<file path="src/rtl/tim_arbiter_if.sv">
// Bundle of the fetch, load/store and tim buses around tim_arbiter.
// The slave modport is the arbiter's view; master is the core/tim environment.
interface tim_arbiter_if #(
  parameter int ADDR_W = 32,
  parameter int DATA_W = 32
);
  logic                  imem_valid;
  logic [ADDR_W-1:0]     imem_addr;
  logic [DATA_W-1:0]     imem_rdata;
  logic                  imem_ready;

  logic                  dmem_valid;
  logic [ADDR_W-1:0]     dmem_addr;
  logic [DATA_W-1:0]     dmem_wdata;
  logic [DATA_W/8-1:0]   dmem_wstrb;
  logic [DATA_W-1:0]     dmem_rdata;
  logic                  dmem_ready;

  logic                  tim_valid;
  logic                  tim_instr;
  logic [ADDR_W-1:0]     tim_addr;
  logic [DATA_W-1:0]     tim_wdata;
  logic [DATA_W/8-1:0]   tim_wstrb;
  logic [DATA_W-1:0]     tim_rdata;
  logic                  tim_ready;

  modport slave (
    input  imem_valid, imem_addr,
    output imem_rdata, imem_ready,
    input  dmem_valid, dmem_addr, dmem_wdata, dmem_wstrb,
    output dmem_rdata, dmem_ready,
    output tim_valid, tim_instr, tim_addr, tim_wdata, tim_wstrb,
    input  tim_rdata, tim_ready
  );

  modport master (
    output imem_valid, imem_addr,
    input  imem_rdata, imem_ready,
    output dmem_valid, dmem_addr, dmem_wdata, dmem_wstrb,
    input  dmem_rdata, dmem_ready,
    input  tim_valid, tim_instr, tim_addr, tim_wdata, tim_wstrb,
    output tim_rdata, tim_ready
  );
endinterface

</file>
<file path="src/rtl/tim_arbiter.sv">
// Shares one single-ported tim between fetch (imem) and load/store (dmem) ports.
// Default is fixed dmem priority; define TIM_ARB_RR_EN for round-robin ties.
module tim_arbiter #(
  parameter int ADDR_W = 32,
  parameter int DATA_W = 32
) (
  input  logic          clock,
  input  logic          reset,
  tim_arbiter_if.slave  bus
);
  localparam int STRB_W = DATA_W / 8;

  typedef enum logic [1:0] {GNT_NONE, GNT_IMEM, GNT_DMEM} gnt_e;

  typedef struct packed {
    logic              v;
    logic [ADDR_W-1:0] addr;
    logic [DATA_W-1:0] wdata;
    logic [STRB_W-1:0] wstrb;
  } dreq_t;

  gnt_e              gnt_q;
  gnt_e              winner;
  gnt_e              tie_winner;
  logic              wr_q;
  logic              ipend_v;
  logic [ADDR_W-1:0] ipend_addr;
  dreq_t             dpend_q;
  dreq_t             dreq;
  logic [ADDR_W-1:0] iaddr;
  logic              iacc, dacc, icand, grant_ok, rsp;

`ifdef TIM_ARB_RR_EN
  gnt_e last_q;
  assign tie_winner = (last_q == GNT_IMEM) ? GNT_DMEM : GNT_IMEM;
`else
  assign tie_winner = GNT_DMEM;
`endif

  always_comb begin
    // NOTE: every output gets a default first so no latch is inferred.
    winner         = GNT_NONE;
    bus.tim_valid  = 1'b0;
    bus.tim_instr  = 1'b0;
    bus.tim_addr   = '0;
    bus.tim_wdata  = '0;
    bus.tim_wstrb  = '0;

    grant_ok = !reset && (gnt_q == GNT_NONE || bus.tim_ready);
    // A port whose access is still waiting or unanswered ignores a new valid.
    iacc = bus.imem_valid && !ipend_v   && !(gnt_q == GNT_IMEM && !bus.tim_ready);
    dacc = bus.dmem_valid && !dpend_q.v && !(gnt_q == GNT_DMEM && !bus.tim_ready);

    icand = ipend_v || iacc;
    iaddr = ipend_v ? ipend_addr : bus.imem_addr;
    dreq  = dpend_q.v ? dpend_q
                      : '{v: dacc, addr: bus.dmem_addr, wdata: bus.dmem_wdata, wstrb: bus.dmem_wstrb};

    if (grant_ok) begin
      if (icand && dreq.v) winner = tie_winner;
      else if (dreq.v)     winner = GNT_DMEM;
      else if (icand)      winner = GNT_IMEM;
    end

    case (winner)
      GNT_IMEM: begin
        bus.tim_valid = 1'b1;
        bus.tim_instr = 1'b1;
        bus.tim_addr  = iaddr;
      end
      GNT_DMEM: begin
        bus.tim_valid = 1'b1;
        bus.tim_addr  = dreq.addr;
        bus.tim_wdata = dreq.wdata;
        bus.tim_wstrb = dreq.wstrb;
      end
      default: ;
    endcase
  end

  // Responses follow the recorded grant; stores return zero data.
  assign rsp            = !reset && bus.tim_ready;
  assign bus.imem_ready = rsp && (gnt_q == GNT_IMEM);
  assign bus.imem_rdata = bus.imem_ready ? bus.tim_rdata : '0;
  assign bus.dmem_ready = rsp && (gnt_q == GNT_DMEM);
  assign bus.dmem_rdata = (bus.dmem_ready && !wr_q) ? bus.tim_rdata : '0;

  always_ff @(posedge clock) begin
    // NOTE: all state uses non-blocking assignments so updates land together.
    if (reset) begin
      gnt_q      <= GNT_NONE;
      wr_q       <= 1'b0;
      ipend_v    <= 1'b0;
      ipend_addr <= '0;
      dpend_q    <= '0;
`ifdef TIM_ARB_RR_EN
      last_q     <= GNT_IMEM;
`endif
    end else begin
      if (winner != GNT_NONE) begin
        gnt_q <= winner;
        wr_q  <= (winner == GNT_DMEM) && (dreq.wstrb != '0);
      end else if (bus.tim_ready) begin
        gnt_q <= GNT_NONE;
        wr_q  <= 1'b0;
      end
`ifdef TIM_ARB_RR_EN
      if (winner != GNT_NONE) last_q <= winner;
`endif
      if (winner == GNT_IMEM) begin
        ipend_v <= 1'b0;
      end else if (iacc) begin
        ipend_v    <= 1'b1;
        ipend_addr <= bus.imem_addr;
      end

      if (winner == GNT_DMEM) begin
        dpend_q.v <= 1'b0;
      end else if (dacc) begin
        dpend_q <= '{v: 1'b1, addr: bus.dmem_addr, wdata: bus.dmem_wdata, wstrb: bus.dmem_wstrb};
      end
    end
  end
endmodule

</file>
<file path="src/flat_wrapper.sv">
// flat-port wrapper written by rule: the top's interface ports become plain ports
module tim_arbiter_flat 
#(
  parameter int ADDR_W = 32,
  parameter int DATA_W = 32
)
  (clock, reset, bus_imem_valid, bus_imem_addr, bus_imem_rdata, bus_imem_ready, bus_dmem_valid, bus_dmem_addr, bus_dmem_wdata, bus_dmem_wstrb, bus_dmem_rdata, bus_dmem_ready, bus_tim_valid, bus_tim_instr, bus_tim_addr, bus_tim_wdata, bus_tim_wstrb, bus_tim_rdata, bus_tim_ready);
  tim_arbiter_if #(.ADDR_W(ADDR_W), .DATA_W(DATA_W)) bus_i ();
  input  logic clock;
  input  logic reset;
  input wire logic [$bits(bus_i.imem_valid)-1:0] bus_imem_valid;
  input wire logic [$bits(bus_i.imem_addr)-1:0] bus_imem_addr;
  output wire logic [$bits(bus_i.imem_rdata)-1:0] bus_imem_rdata;
  output wire logic [$bits(bus_i.imem_ready)-1:0] bus_imem_ready;
  input wire logic [$bits(bus_i.dmem_valid)-1:0] bus_dmem_valid;
  input wire logic [$bits(bus_i.dmem_addr)-1:0] bus_dmem_addr;
  input wire logic [$bits(bus_i.dmem_wdata)-1:0] bus_dmem_wdata;
  input wire logic [$bits(bus_i.dmem_wstrb)-1:0] bus_dmem_wstrb;
  output wire logic [$bits(bus_i.dmem_rdata)-1:0] bus_dmem_rdata;
  output wire logic [$bits(bus_i.dmem_ready)-1:0] bus_dmem_ready;
  output wire logic [$bits(bus_i.tim_valid)-1:0] bus_tim_valid;
  output wire logic [$bits(bus_i.tim_instr)-1:0] bus_tim_instr;
  output wire logic [$bits(bus_i.tim_addr)-1:0] bus_tim_addr;
  output wire logic [$bits(bus_i.tim_wdata)-1:0] bus_tim_wdata;
  output wire logic [$bits(bus_i.tim_wstrb)-1:0] bus_tim_wstrb;
  input wire logic [$bits(bus_i.tim_rdata)-1:0] bus_tim_rdata;
  input wire logic [$bits(bus_i.tim_ready)-1:0] bus_tim_ready;
  assign bus_i.imem_valid = bus_imem_valid;
  assign bus_i.imem_addr = bus_imem_addr;
  assign bus_imem_rdata = bus_i.imem_rdata;
  assign bus_imem_ready = bus_i.imem_ready;
  assign bus_i.dmem_valid = bus_dmem_valid;
  assign bus_i.dmem_addr = bus_dmem_addr;
  assign bus_i.dmem_wdata = bus_dmem_wdata;
  assign bus_i.dmem_wstrb = bus_dmem_wstrb;
  assign bus_dmem_rdata = bus_i.dmem_rdata;
  assign bus_dmem_ready = bus_i.dmem_ready;
  assign bus_tim_valid = bus_i.tim_valid;
  assign bus_tim_instr = bus_i.tim_instr;
  assign bus_tim_addr = bus_i.tim_addr;
  assign bus_tim_wdata = bus_i.tim_wdata;
  assign bus_tim_wstrb = bus_i.tim_wstrb;
  assign bus_i.tim_rdata = bus_tim_rdata;
  assign bus_i.tim_ready = bus_tim_ready;
  tim_arbiter #(.ADDR_W(ADDR_W), .DATA_W(DATA_W)) u_core (.clock(clock), .reset(reset), .bus(bus_i));
endmodule
</file>
<file path="config.mk">
export PLATFORM = sky130hd
export DESIGN_NAME = tim_arbiter_flat
export DESIGN_NICKNAME = d
export VERILOG_FILES = /design/src/rtl/tim_arbiter_if.sv /design/src/rtl/tim_arbiter.sv /design/src/flat_wrapper.sv
export SDC_FILE = /design/constraint.sdc
export NUM_CORES = 1
export LEC_CHECK = 0
export BUFFER_PORTS_ARGS = -buffer_cell sky130_fd_sc_hd__buf_2
export CAP_MARGIN = 20
export CORE_MARGIN = 2
export CORE_UTILIZATION = 40
export CTS_CLUSTER_SIZE = 40
export DETAILED_ROUTE_END_ITERATION = 10
export PLACE_DENSITY_LB_ADDON = 0.2
export SYNTH_ARGS = -nofsm -noshare
export SYNTH_HDL_FRONTEND = slang
export SYNTH_SLANG_ARGS = --single-unit
</file>
<file path="constraint.sdc">
create_clock -name clock -period 5.7 [get_ports clock]
set_input_delay 1.14 -clock clock [delete_from_list [all_inputs] [get_ports clock]]
set_output_delay 1.14 -clock clock [all_outputs]
set_load 0.02 [all_outputs]
</file>
==> impl_metrics.csv <==
group,metric,value,unit
run_status,status,"completed",
sta,hold_violations,0,
cells_and_area,drive_gt1_frac,0.372,
detailed_routing,first_pass_iters,4,
sta,slew_headroom,0.404,
global_route,use_met2,0.298,
synth,synth_edf_count,0,
placement,placed_area,8280,um2
cells_and_area,nNetsFinal,1139,
placement,dp_slack,1.02,ns
pwr,leakage,3.79,nW
clocking,post_cts_buffers,0,
placement,port_buffers,272,
synth,ys_seq_elements,105,
cells_and_area,area_growth,23.9,%
synth,yosys_warnings,0,
placement,place_hpwl,12900,um
sta,min_period_over_period,0.819,
clocking,cts_tree,"built",
die,ios,273,
global_route,antenna_found_initial,4,
clocking,cts_root_buf,"clkbuf_16",
global_route,gr-total-overflow,0,
synth,synth_flop_cell,"dfxtp_1",
pwr,p_switching,0.615,mW
global_route,grt_pass1_wl,28800,um
clocking,clock_latency,0.36,ns
synth,syn_avg_cell_area,8.89,um2
worst_setup_path,r2r_end,"u_core.dpend_q[43]",
sta,fmax,0.214,GHz
pwr,sequentialPowerShare,0.425,
worst_setup_path,r2r_start,"u_core.ipend_v",
min_path,worstHoldPathType,"register to register",
worst_setup_path,start_kind,"input port",
pwr,p_sw_frac,0.313,
worst_setup_path,cp_slowest_cell,"ha_2",
clocking,path_clk_slew,0.07,ns
worst_setup_path,critPathMaxStageDelay,0.78,ns
global_route,busiest_layer,"met2",
global_route,grt_use_met1,0.284,
worst_setup_path,crit_type,"input port to output port",
sta,setup_tns,0,ns
worst_setup_path,critPathCaptureType,"output port",
run,cap_viol_max_count,0,
worst_setup_path,reg2reg_depth,7,
clocking,clock-sinks,105,
detailed_routing,vias_per_cell,4.86,
die,die_height,136,um
pwr,pwr-share-clk,0.309,
die,dieArea,18400,um2
die,core,17100,um2
clocking,ctsLongestPathBuffers,2,
clocking,cts_buffers,9,
min_path,whs_endpoint,"u_core.dpend_q[36]",
die,die_width,136,um
sta,holdWs,0.471,ns
pwr,p_int,1.35,mW
worst_setup_path,path_max_fanout,41,
detailed_routing,routed_wl,18900,um
cells_and_area,design_area,8590,um2
sta,worst_pin_slew,0.895,ns
pwr,power_density,229,nW/um2
global_route,grt.total_usage,0.196,
worst_setup_path,path_cells,"buf_2 -> o21ba_2 -> or3_1 -> inv_1 -> ha_2 -> buf_4 -> nor2b_1 -> buf_2",
synth,ys_seq_area_frac,0.303,
sta,final.min_clock_period,4.67,ns
pwr,vdd_drop_max,194,uV
min_path,hold_depth,2,
worst_setup_path,cp.required,4.56,ns
worst_setup_path,r2r_slack,2.17,ns
placement,place.gp.congestion,0.747,
detailed_routing,drc_errors,0,
synth,synth_cell_types,38,
die,num_rows,48,
clocking,htreeDepth,3,
sta,rsz0062_at_grt,"no",
synth,async_flop_share,0,
global_route,first_global_vias,5536,
worst_setup_path,cpMostUsedCell,"buf_2",
detailed_routing,first_iter_violations,232,
worst_setup_path,crit_arrival,3.53,ns
detailed_routing,drtAntennaViolNets,0,
sta,skew,0.0120,ns
synth,synthesis.nets,919,
pwr,combPwrFrac,0.265,
synth,synthesis.area,6930,um2
cells_and_area,post-route-util,0.502,
detailed_routing,wire_per_inst,15.3,um
global_route,grt_max_degree,106,
clocking,ctsResizeCount,0,
detailed_routing,vias,5982,
sta,finalSetupViolations,0,
synth,netlist_instances,779,
sta,drv_slew,0,
clocking,cts_hold_buf,0,
sta,fin_ws,1.03,ns
die,initial_utilization,0.405,
min_path,min-delay-start,"u_core.dpend_q[36]",
global_route,gr-usage-met3,0.0348,
-- worst max-delay path by stage --
stage | slack [ns] | startpoint | depth (start not counted) | to
2_1_floorplan | 1.55 | bus_tim_ready | 8 | bus_tim_addr[14]
3_3_place_gp | 1.14 | bus_tim_ready | 8 | bus_tim_wstrb[0]
3_5_place_dp | 1.02 | bus_tim_ready | 8 | bus_tim_wdata[8]
4_1_cts | 1.02 | bus_tim_ready | 8 | bus_tim_wdata[8]
5_1_grt | 0.85 | bus_tim_ready | 8 | bus_tim_wstrb[1]
6_report | 1.03 | bus_tim_ready | 8 | bus_tim_wdata[8]
-- metrics by stage --
step	cells	power, mW
final	1231	1.97
after detailed placement	1212	1.38
after global placement	1212	1.37
after floorplan	779	1.22
after global routing	1229	2.07
after CTS	1228	1.99
-- layout by cell type (no fill, tap or decap), drive strengths merged, types with 2 or more instances in the layout --
cell	count
clkbuf	10
a22oi	32
clkinv	2
mux2i	104
nor2	5
clkinvlp	4
nand2b	136
nor4b	2
nand3	32
and4bb	2
diode	2
and2	64
o21ai	35
ha	3
nand3b	3
or3	2
nor2b	69
a21oi	33
or3b	2
nor3b	4
mux2	64
dfxtp	105
buf	282
-- area by class of cell --
cell class	count	area [um2]
tap	225	282
timing repair buffer	282	1450
sequential	105	2110
inverter	1	3.75
multi-input combinational	600	4460
fill	1676	8530
clock buffer	10	239
clock inverter	6	43.8
antenna	2	5.00
-- per-layer routing --
metal / wire [um] / up-vias
met1: 9370 / 2725
met3: 958 / 17
li1: - / 3093
met5: 38 / -
met4: 206 / 6
met2: 8300 / 141
-- power groups by stage --
stage	clock, mW	sequential [mW]	combinational (mW)
6_report	0.607	0.836	0.521
2_1_floorplan	0	0.828	0.395
4_1_cts	0.625	0.836	0.525
3_5_place_dp	0	0.853	0.522
3_3_place_gp	0	0.852	0.518
5_1_grt	0.652	0.845	0.570
-- flip-flops by register name, indices dropped and copies added (netlist names) --
register	flops
u_core.dpend_q	69
u_core.gnt_q	2
u_core.ipend_v	1
u_core.wr_q	1
u_core.ipend_addr	32
-- synthesized netlist by cell type (2+ instances only) --
library cell | n | area, um2
a21oi_1 | 33 | 165
a22oi_1 | 32 | 240
and2_1 | 64 | 400
and4bb_2 | 2 | 25.0
buf_1 | 3 | 11.3
buf_2 | 11 | 55.1
buf_4 | 5 | 37.5
buf_6 | 7 | 78.8
buf_8 | 2 | 30.0
clkbuf_1 | 42 | 158
clkbuf_2 | 3 | 15.0
dfxtp_1 | 105 | 2100
ha_1 | 3 | 37.5
mux2_2 | 64 | 721
mux2i_1 | 104 | 1040
nand2b_1 | 136 | 851
nand3_1 | 32 | 160
nand3b_1 | 3 | 22.5
nor2_1 | 5 | 18.8
nor2b_1 | 69 | 432
nor3b_1 | 3 | 22.5
o21ai_0 | 32 | 160
o21ai_1 | 3 | 15.0
or3_1 | 2 | 12.5
-- critical path, delay by kind of cell --
kind	cells	cell delay [ns]
simple gates	2	0.59
compound gates	1	0.18
buf+inv	4	0.82
fa+ha+maj	1	0.78
-- cells by family (layout without fill, tap and decap cells) --
kind of cell	after synthesis	after routing	share of synthesized area
buffers and inverters	74	299	0.0562
DFF	105	105	0.303
muxes	168	168	0.254
AOI/OAI and AO/OA	102	102	0.0863
adders and majority gates	3	3	0.00542
and+or+nand+nor	327	327	0.295
other	0	2	0
Note: power is estimated with default switching activity, not from simulation.
